$ cat config.mk
export PLATFORM = sky130hd
export DESIGN_NAME = scan_chain_ctrl_flat
export DESIGN_NICKNAME = d
export VERILOG_FILES = /design/src/rtl/scan_ctrl_pkg.sv /design/src/rtl/scan_chain_ctrl_if.sv /design/src/rtl/scan_bit_counter.sv /design/src/rtl/scan_chain_ctrl.sv /design/src/flat_wrapper.sv
export SDC_FILE = /design/constraint.sdc
export NUM_CORES = 1
export LEC_CHECK = 0
export BUFFER_PORTS_ARGS = -buffer_cell sky130_fd_sc_hd__clkbuf_2
export CORE_ASPECT_RATIO = 1.4
export CORE_UTILIZATION = 52
export CTS_CLUSTER_SIZE = 20
export DETAILED_ROUTE_END_ITERATION = 10
export PLACE_DENSITY_LB_ADDON = 0.1
export SYNTH_ARGS = -nofsm -noshare
export SYNTH_HDL_FRONTEND = slang
export SYNTH_SLANG_ARGS = --single-unit
$ cat constraint.sdc
create_clock -name clk -period 1.83 [get_ports clk]
set_input_delay 0.2745 -clock clk [delete_from_list [all_inputs] [get_ports clk]]
set_output_delay 0.2745 -clock clk [all_outputs]
set_load 0.01 [all_outputs]
$ cat src/rtl/scan_ctrl_pkg.sv
// Shared definitions for the scan-chain controller.
// Contents:
//   scan_state_e : controller states IDLE -> (CAPTURE) -> SHIFT -> DONE
package scan_ctrl_pkg;

    typedef enum logic [1:0] {
        IDLE    = 2'd0,
        CAPTURE = 2'd1,
        SHIFT   = 2'd2,
        DONE    = 2'd3
    } scan_state_e;

endpackage : scan_ctrl_pkg

$ cat src/rtl/scan_chain_ctrl_if.sv
// Bundle of the request and shift-register signals of scan_chain_ctrl.
// Ports (signals):
//   start, capture, pattern[WIDTH] : operation request from the requester
//   sr_enable, sr_scan_enable      : parallel-load / shift enables to the chain
//   sr_scan_in                     : serial data into the chain
//   sr_scan_out                    : chain MSB (serial data out of the chain)
//   result[WIDTH], busy, done      : unloaded word and status
// Modports:
//   master : requester side, which also owns the shift register
//   slave  : the controller
interface scan_chain_ctrl_if #(
    parameter int WIDTH = 8
);

    logic             start;
    logic             capture;
    logic [WIDTH-1:0] pattern;
    logic             sr_enable;
    logic             sr_scan_enable;
    logic             sr_scan_in;
    logic             sr_scan_out;
    logic [WIDTH-1:0] result;
    logic             busy;
    logic             done;

    modport master (
        output start, capture, pattern, sr_scan_out,
        input  sr_enable, sr_scan_enable, sr_scan_in, result, busy, done
    );

    modport slave (
        input  start, capture, pattern, sr_scan_out,
        output sr_enable, sr_scan_enable, sr_scan_in, result, busy, done
    );

endinterface : scan_chain_ctrl_if

$ cat src/rtl/scan_bit_counter.sv
// Bit counter for the SHIFT phase.
// Ports:
//   clk, rst : clock, synchronous active-high reset
//   clear    : return count to 0 (wins over inc)
//   inc      : advance count by one
//   terminal : high while count == WIDTH-1
module scan_bit_counter #(
    parameter int WIDTH = 8
) (
    input  logic clk,
    input  logic rst,
    input  logic clear,
    input  logic inc,
    output logic terminal
);

    localparam int CW = $clog2(WIDTH);

    logic [CW-1:0] count_q;

    always_ff @(posedge clk) begin
        if (rst || clear) begin
            count_q <= '0;
        end else if (inc) begin
            count_q <= count_q + CW'(1);
        end
    end

    assign terminal = (count_q == CW'(WIDTH - 1));

endmodule : scan_bit_counter

$ cat src/rtl/scan_chain_ctrl.sv
// Scan-chain controller: optionally parallel-captures the chain, then shifts
// a latched pattern in MSB first while unloading the previous chain contents
// into result.
// Ports:
//   clk, rst : clock, synchronous active-high reset
//   ctl      : scan_chain_ctrl_if.slave (start/capture/pattern request,
//              sr_* shift-register controls, result/busy/done status)
module scan_chain_ctrl
    import scan_ctrl_pkg::*;
#(
    parameter int WIDTH = 8
) (
    input  logic               clk,
    input  logic               rst,
    scan_chain_ctrl_if.slave   ctl
);

    scan_state_e      state_q, state_d;
    logic [WIDTH-1:0] pattern_q;
    logic [WIDTH-1:0] unload_q;
    logic [WIDTH-1:0] unload_d;
    logic [WIDTH-1:0] result_q;
    logic             last_bit;

    // The counter is held clear outside SHIFT and on the exit edge, so it
    // never advances into a WIDTH+1-th cycle.
    scan_bit_counter #(
        .WIDTH (WIDTH)
    ) u_bit_counter (
        .clk      (clk),
        .rst      (rst),
        .clear    ((state_q != SHIFT) || last_bit),
        .inc      (state_q == SHIFT),
        .terminal (last_bit)
    );

    // Chain MSB comes out first, so shifting left puts it at result[WIDTH-1].
    assign unload_d = {unload_q[WIDTH-2:0], ctl.sr_scan_out};

    always_comb begin
        // NOTE: every output of this block gets a default first; a path that
        // leaves one unassigned would infer a latch.
        state_d = state_q;
        unique case (state_q)
            IDLE:    if (ctl.start) state_d = ctl.capture ? CAPTURE : SHIFT;
            CAPTURE: state_d = SHIFT;
            SHIFT:   if (last_bit) state_d = DONE;
            DONE:    state_d = IDLE;
            default: state_d = IDLE;
        endcase
    end

    always_ff @(posedge clk) begin
        // NOTE: the data registers are cleared by reset too, not just the
        // state, so an aborted operation leaves result at 0.
        if (rst) begin
            state_q   <= IDLE;
            pattern_q <= '0;
            unload_q  <= '0;
            result_q  <= '0;
        end else begin
            // NOTE: non-blocking assignments, so every register here sees the
            // pre-edge value of the others regardless of statement order.
            state_q <= state_d;
            case (state_q)
                IDLE: begin
                    if (ctl.start) pattern_q <= ctl.pattern;
                end
                SHIFT: begin
                    // The pattern is consumed MSB first by shifting it left.
                    pattern_q <= {pattern_q[WIDTH-2:0], 1'b0};
                    unload_q  <= unload_d;
                    if (last_bit) result_q <= unload_d;
                end
                default: ;
            endcase
        end
    end

    // Shift-register controls are decoded from registered state only, so
    // start has no combinational path to any sr_* output.
    always_comb begin
        ctl.sr_enable      = 1'b0;
        ctl.sr_scan_enable = 1'b0;
        ctl.sr_scan_in     = 1'b0;
        unique case (state_q)
            CAPTURE: ctl.sr_enable = 1'b1;
            SHIFT: begin
                ctl.sr_scan_enable = 1'b1;
                ctl.sr_scan_in     = pattern_q[WIDTH-1];
            end
            default: ;
        endcase
    end

    assign ctl.busy   = (state_q != IDLE);
    assign ctl.done   = (state_q == DONE);
    assign ctl.result = result_q;

endmodule : scan_chain_ctrl
$ cat src/flat_wrapper.sv
// flat-port wrapper written by rule: the top's interface ports become plain ports
module scan_chain_ctrl_flat import scan_ctrl_pkg::*;
#(
    parameter int WIDTH = 8
)
  (clk, rst, ctl_start, ctl_capture, ctl_pattern, ctl_sr_scan_out, ctl_sr_enable, ctl_sr_scan_enable, ctl_sr_scan_in, ctl_result, ctl_busy, ctl_done);
  scan_chain_ctrl_if #(.WIDTH(WIDTH)) ctl_i ();
  input  logic clk;
  input  logic rst;
  input wire logic [$bits(ctl_i.start)-1:0] ctl_start;
  input wire logic [$bits(ctl_i.capture)-1:0] ctl_capture;
  input wire logic [$bits(ctl_i.pattern)-1:0] ctl_pattern;
  input wire logic [$bits(ctl_i.sr_scan_out)-1:0] ctl_sr_scan_out;
  output wire logic [$bits(ctl_i.sr_enable)-1:0] ctl_sr_enable;
  output wire logic [$bits(ctl_i.sr_scan_enable)-1:0] ctl_sr_scan_enable;
  output wire logic [$bits(ctl_i.sr_scan_in)-1:0] ctl_sr_scan_in;
  output wire logic [$bits(ctl_i.result)-1:0] ctl_result;
  output wire logic [$bits(ctl_i.busy)-1:0] ctl_busy;
  output wire logic [$bits(ctl_i.done)-1:0] ctl_done;
  assign ctl_i.start = ctl_start;
  assign ctl_i.capture = ctl_capture;
  assign ctl_i.pattern = ctl_pattern;
  assign ctl_i.sr_scan_out = ctl_sr_scan_out;
  assign ctl_sr_enable = ctl_i.sr_enable;
  assign ctl_sr_scan_enable = ctl_i.sr_scan_enable;
  assign ctl_sr_scan_in = ctl_i.sr_scan_in;
  assign ctl_result = ctl_i.result;
  assign ctl_busy = ctl_i.busy;
  assign ctl_done = ctl_i.done;
  scan_chain_ctrl #(.WIDTH(WIDTH)) u_core (.clk(clk), .rst(rst), .ctl(ctl_i));
endmodule
; ---- Word-level counts from Yosys, hierarchy flattened
; Index checks and enable logic that the tools add are counted.
[word_totals]
regBits = 28
input_bits = 13
out_inout_bits = 13
elab_cells = 30
[op_classes]
add_sub_neg = 1
n_eq_ne = 7
mux = 9
reduce_logical = 8
[op_table]
columns = op, count
row1 = case mux 8 bit (2 select lines), 1
row2 = 2-to-1 mux 8 bit, 1
row3 = case mux 2 bit (4 select lines), 1
row4 = 2-to-1 mux 2 bit, 3
row5 = AND reduction 2 bit, 3
row6 = "equality test 2 bit, second input constant", 2
row7 = "!= test 2 bit, second input constant", 2
row8 = nonzero test 2 bit, 2
row9 = "adder 3 x 1 -> 3 bit, second input constant", 1
row10 = "equality test 3 bit, second input constant", 1
row11 = 2-to-1 mux 1 bit, 3
row12 = "equality test 2 x 1 -> 1 bit, second input constant", 1
row13 = zero test 2 bit, 1
row14 = logical OR 1 bit, 2
row15 = "!= test 2 x 1 -> 1 bit, second input constant", 1

; ---- Logic depth before layout (Yosys ltp)
[logic_depth]
ltp_word = 3
depth_mapped = 7
mapped_depth_nobuf = 5

; ---- By module
; From an unflattened synthesis, not the netlist that was laid out.
[hier_totals]
hier_cells = 126
area_unflattened_um2 = 1272.5
[modules_own_cells]
columns = module, instances, cells_each, area_per_inst_um2, seq_area_each_um2
row1 = scan_chain_ctrl, 1, 115, 1138.6, 500.5
row2 = scan_bit_counter, 1, 11, 133.9, 60.1

; ---- Least setup slack after synthesis
; No wires, ideal clock.
[synth_path]
path_type = reg-to-reg
startpoint = reg u_core.state_q[0]
endpoint = reg u_core.pattern_q[5]
setup_time_ns = 0.134
arrival_ns = 1.455
t_required_ns = 1.696
slack_ns = 0.241
stages_incl_launch_ff = 8
n_path_buf = 2
period_less_slack_ns = 1.589
cell_sequence = dfxtp_1 -> inv_1 -> ha_1 -> buf_6 -> mux2_4 -> buf_6 -> nor2_1 -> a211oi_2
[synth_between]
elab_chain_cells = 3
word_cells_on_any_way = 6
cone_classes = eq/ne: 2 / mux: 1 / reduce/logical: 3
[synth_rtl]
columns = item, line_no
row1 = start: declaration, scan_chain_ctrl.sv:18  ; scan_state_e state_q, state_d;
row2 = start signal: assignment, scan_chain_ctrl.sv:64  ; state_q <= state_d;
row3 = equality test 2 bit or zero test 2 bit (tied branches), scan_chain_ctrl.sv:65  ; case (state_q)
row4 = nonzero test 2 bit (no source line) or != test 2 bit (tied branches), -
row5 = AND reduction 2 bit (no source line), -
row6 = end signal: assignment, scan_chain_ctrl.sv:67  ; if (ctl.start) pattern_q <= ctl.pattern;
row7 = end signal: assignment, scan_chain_ctrl.sv:71  ; pattern_q <= {pattern_q[WIDTH-2:0], 1'b0};
row8 = end: declaration, scan_chain_ctrl.sv:19  ; logic [WIDTH-1:0] pattern_q;
; Parallel ways exist; a longest one is shown, timed or not.
; A chain may end at the register's enable or synchronous reset.

; ---- Worst setup path after layout
[layout_path]
startpoint = reg u_core.state_q[0]
endpoint = out ctl_sr_scan_in
[layout_between]
elab_chain_cells = 2
[layout_rtl]
columns = item, line_no
row1 = equality test 2 bit, scan_chain_ctrl.sv:86  ; unique case (state_q)
row2 = 2-to-1 mux 1 bit, scan_chain_ctrl.sv:86
row3 = end: declaration, flat_wrapper.sv:16  ; output wire logic [$bits(ctl_i.sr_scan_in)-1:0] ctl_sr_scan_in;
; Every way passes these cells.

==> flow_summary.ini <==
[detailed_routing]
routed_wirelength_mm = 2.141
ant_nets = 0
drc = 2
first_pass_iters = 7
drt_iter0_drc = 26
vias = 934
avgViaCountPerCell = 5.368
wl_per_cell_um = 12.30

[placed_design]
dp_hpwl_mm = 1.564
dp_slack_ps = 298.8
dp_cells = 170
place.gp.congestion = 0.7563
io_buffers = 25

[setup_path]
path_delay_family = flip-flops
r2r_slack_ps = 300
crit_path_start_kind = register
worst-path-stages = 4
crit_start = u_core.state_q[0]$_SDFFE_PP0P_
end_kind = primary output
criticalPathCategory = register to primary output
cp.arrival_ps = 1420
slowest_stage = dfxtp_1
endpoint = ctl_sr_scan_in
critPathRequiredTime_ps = 1560
crit_fanout = 6
path_buf_inv = 2
path_cells = inv_1 > ha_1 > and2_1 > clkbuf_2
cpPeakStageDelay_ps = 410
rr_worst_depth = 5
reg2reg_from = u_core.state_q[0]$_SDFFE_PP0P_
r2r_end = u_core.pattern_q[0]$_SDFFE_PP0P_

[cts]
cts_setup_buffers = 0
hold_buffers = 0
cts_tree = done
postCtsResizedCells = 0
clock_latency_ps = 320
cts_buffers = 3
clk_pin_slew_ps = 140
clockBufferDepth = 2
clockRootBuffer = clkbuf_4
htreeDepth = 1
clock_sinks = 28

[timing]
final_max_slew_viol_count = 0
finalHoldViolations = 0
layout_setup_ws_ps = 134.6
setup_tns_ps = 0
finalSetupViolCount = 0
min_period_ps = 1695
relSlewSlack_pct = 59.82
fin_skew_ps = 10.65
tightest_slew_ps = 602.7
fin_crit_sh_pct = 92.64
max_freq_ghz = 0.5898
rsz0062_at_grt = false

[synthesis]
synth_cell_type_count = 23
syn_nets = 149
syn_inst = 128
synth_most_common_cell = dfxtp_1
syn-cell-area_um2 = 1252
ys_ff_latch = 28
ys_warn_count = 0
yosysTopAreaCell = dfxtp_1
synth_top_flop_cell = dfxtp_1
yosysTopAreaCellShare_pct = 44.76
synth-seq-area-share_pct = 44.76
async_reset_ff_share_pct = 0
synth-edff-count = 0
synthTopCellsByCount = 28 x dfxtp_1, 17 x nor2_1, 15 x mux2i_1
synth_area_leaders = dfxtp_1 45%, mux2i_1 12%, ha_1 8.0%
synth_area_per_cell_um2 = 9.785

[pwr]
powerDensity_nw_per_um2 = 1310
ir_drop_mv = 0.7045
p_seq_share_pct = 40.7
p_leak_uw = 0.0006033
internal_power_uw = 1249
p_comb_share_pct = 38.1
total_power_uw = 1875
power_frac_clock_pct = 21.3
swShare_pct = 33.40
p_switching_uw = 626.3

[global_route]
antenna_found_initial = 0
track_usage_pct = 19.08
grt_overflow = 0
grt_max_degree = 28
grt_pass1_vias = 915
grt_pass1_wl_mm = 3.739

[job]
max_cap_viol_count = 0

[status]
outcome = finished, violations left
failed_checks = DRC

[floorplan]
coreArea_um2 = 2227
start_util_pct = 56.24
dieHeight_um = 60.07
ioPinCount = 26
rows = 20
dieArea_um2 = 2612
die_w_um = 43.48

[layout]
area_growth_pct = 14.29
post-route-util_pct = 64.27
n_antenna_cell = 0
fin_cells = 174
fin_nets = 174
drive_gt1_share_pct = 26.97

[hold_path]
hold_path.class = input pin to register
[worst min path at each step]
stage	start	cells past startpoint	endpoint
after global routing	ctl_sr_scan_out	3	u_core.ctl.result[0]$_SDFFE_PP0P_
final	ctl_sr_scan_out	3	u_core.ctl.result[0]$_SDFFE_PP0P_
after floorplan	u_core.u_bit_counter.count_q[0]$_SDFFE_PP0N_	1	u_core.u_bit_counter.count_q[0]$_SDFFE_PP0N_
after global placement	u_core.u_bit_counter.count_q[0]$_SDFFE_PP0N_	1	u_core.u_bit_counter.count_q[0]$_SDFFE_PP0N_
after detailed placement	u_core.u_bit_counter.count_q[0]$_SDFFE_PP0N_	1	u_core.u_bit_counter.count_q[0]$_SDFFE_PP0N_
after CTS	ctl_sr_scan_out	3	u_core.ctl.result[0]$_SDFFE_PP0P_
[power by group through the flow]
stage	clock (µW)	sequential [µW]	combinational, µW
after detailed placement	0	776	720
after CTS	407	762	722
after global placement	0	771	699
after floorplan	0	760	612
after global routing	429	777	792
final	399	763	714
[stage by stage]
step | hold slack (ps) | area (µm²)
4_1_cts | 204.1 | 1431
5_1_grt | 217.7 | 1431
6_report | 211.6 | 1431
2_1_floorplan | 408.4 | 1252
3_3_place_gp | 415.8 | 1379
3_5_place_dp | 427.7 | 1379
[logic make-up (layout without fill, tap and decap cells)]
logic type	count (synthesis)	count (layout)	synth area share, %
AOI/OAI and AO/OA	20	20	12.79
adders and majority gates	8	8	7.992
buffers and inverters	11	35	4.795
DFF	28	28	44.76
muxes	16	16	13.19
and+or+nand+nor	45	45	16.48
[state kept, by name, indices dropped and copies added (netlist names)]
register	flops
u_core.pattern_q	8
u_core.ctl.result	8
u_core.u_bit_counter.count_q	3
u_core.state_q	2
u_core.unload_q	7
[cell usage in the layout (no fill, tap or decap), types with 7 or more instances in the layout]
cell type  netlist  layout
nand2_1         10      10
a21oi_1         10      10
a211oi_2         7       7
nor2_1          17      17
dfxtp_1         28      28
clkbuf_2         0      25
nand3_1          8       8
ha_1             8       8
mux2i_1         15      15
[worst register-to-register path, cell delays in order (launching register included)]
cell	delay, ps
dfxtp_1	410
inv_1	110
ha_1	260
mux2_4	410
mux2i_1	180
nor2_1	50
[cell type report]
type                    count  area (µm²)
multi-input cells          89       631.9
well taps                  22       27.53
repair buffers             28       147.6
clock buffers               3       22.52
inverters                   3       11.26
clock inverters             1       30.03
flip-flops and latches     28       560.5
fillers                   190       795.8
[per-layer routing]
metal / part of all wire [%] / track usage, % / vias up
met2: 50 / 35.50 / 22
met3: 3.5 / 2.115 / 2
met4: 0.98 / 9.375 / 0
met1: 45 / 21.09 / 426
li1: - / - / 484
met5: 0 / 0 / -
No activity file was read; power rests on OpenSTA's default activity.
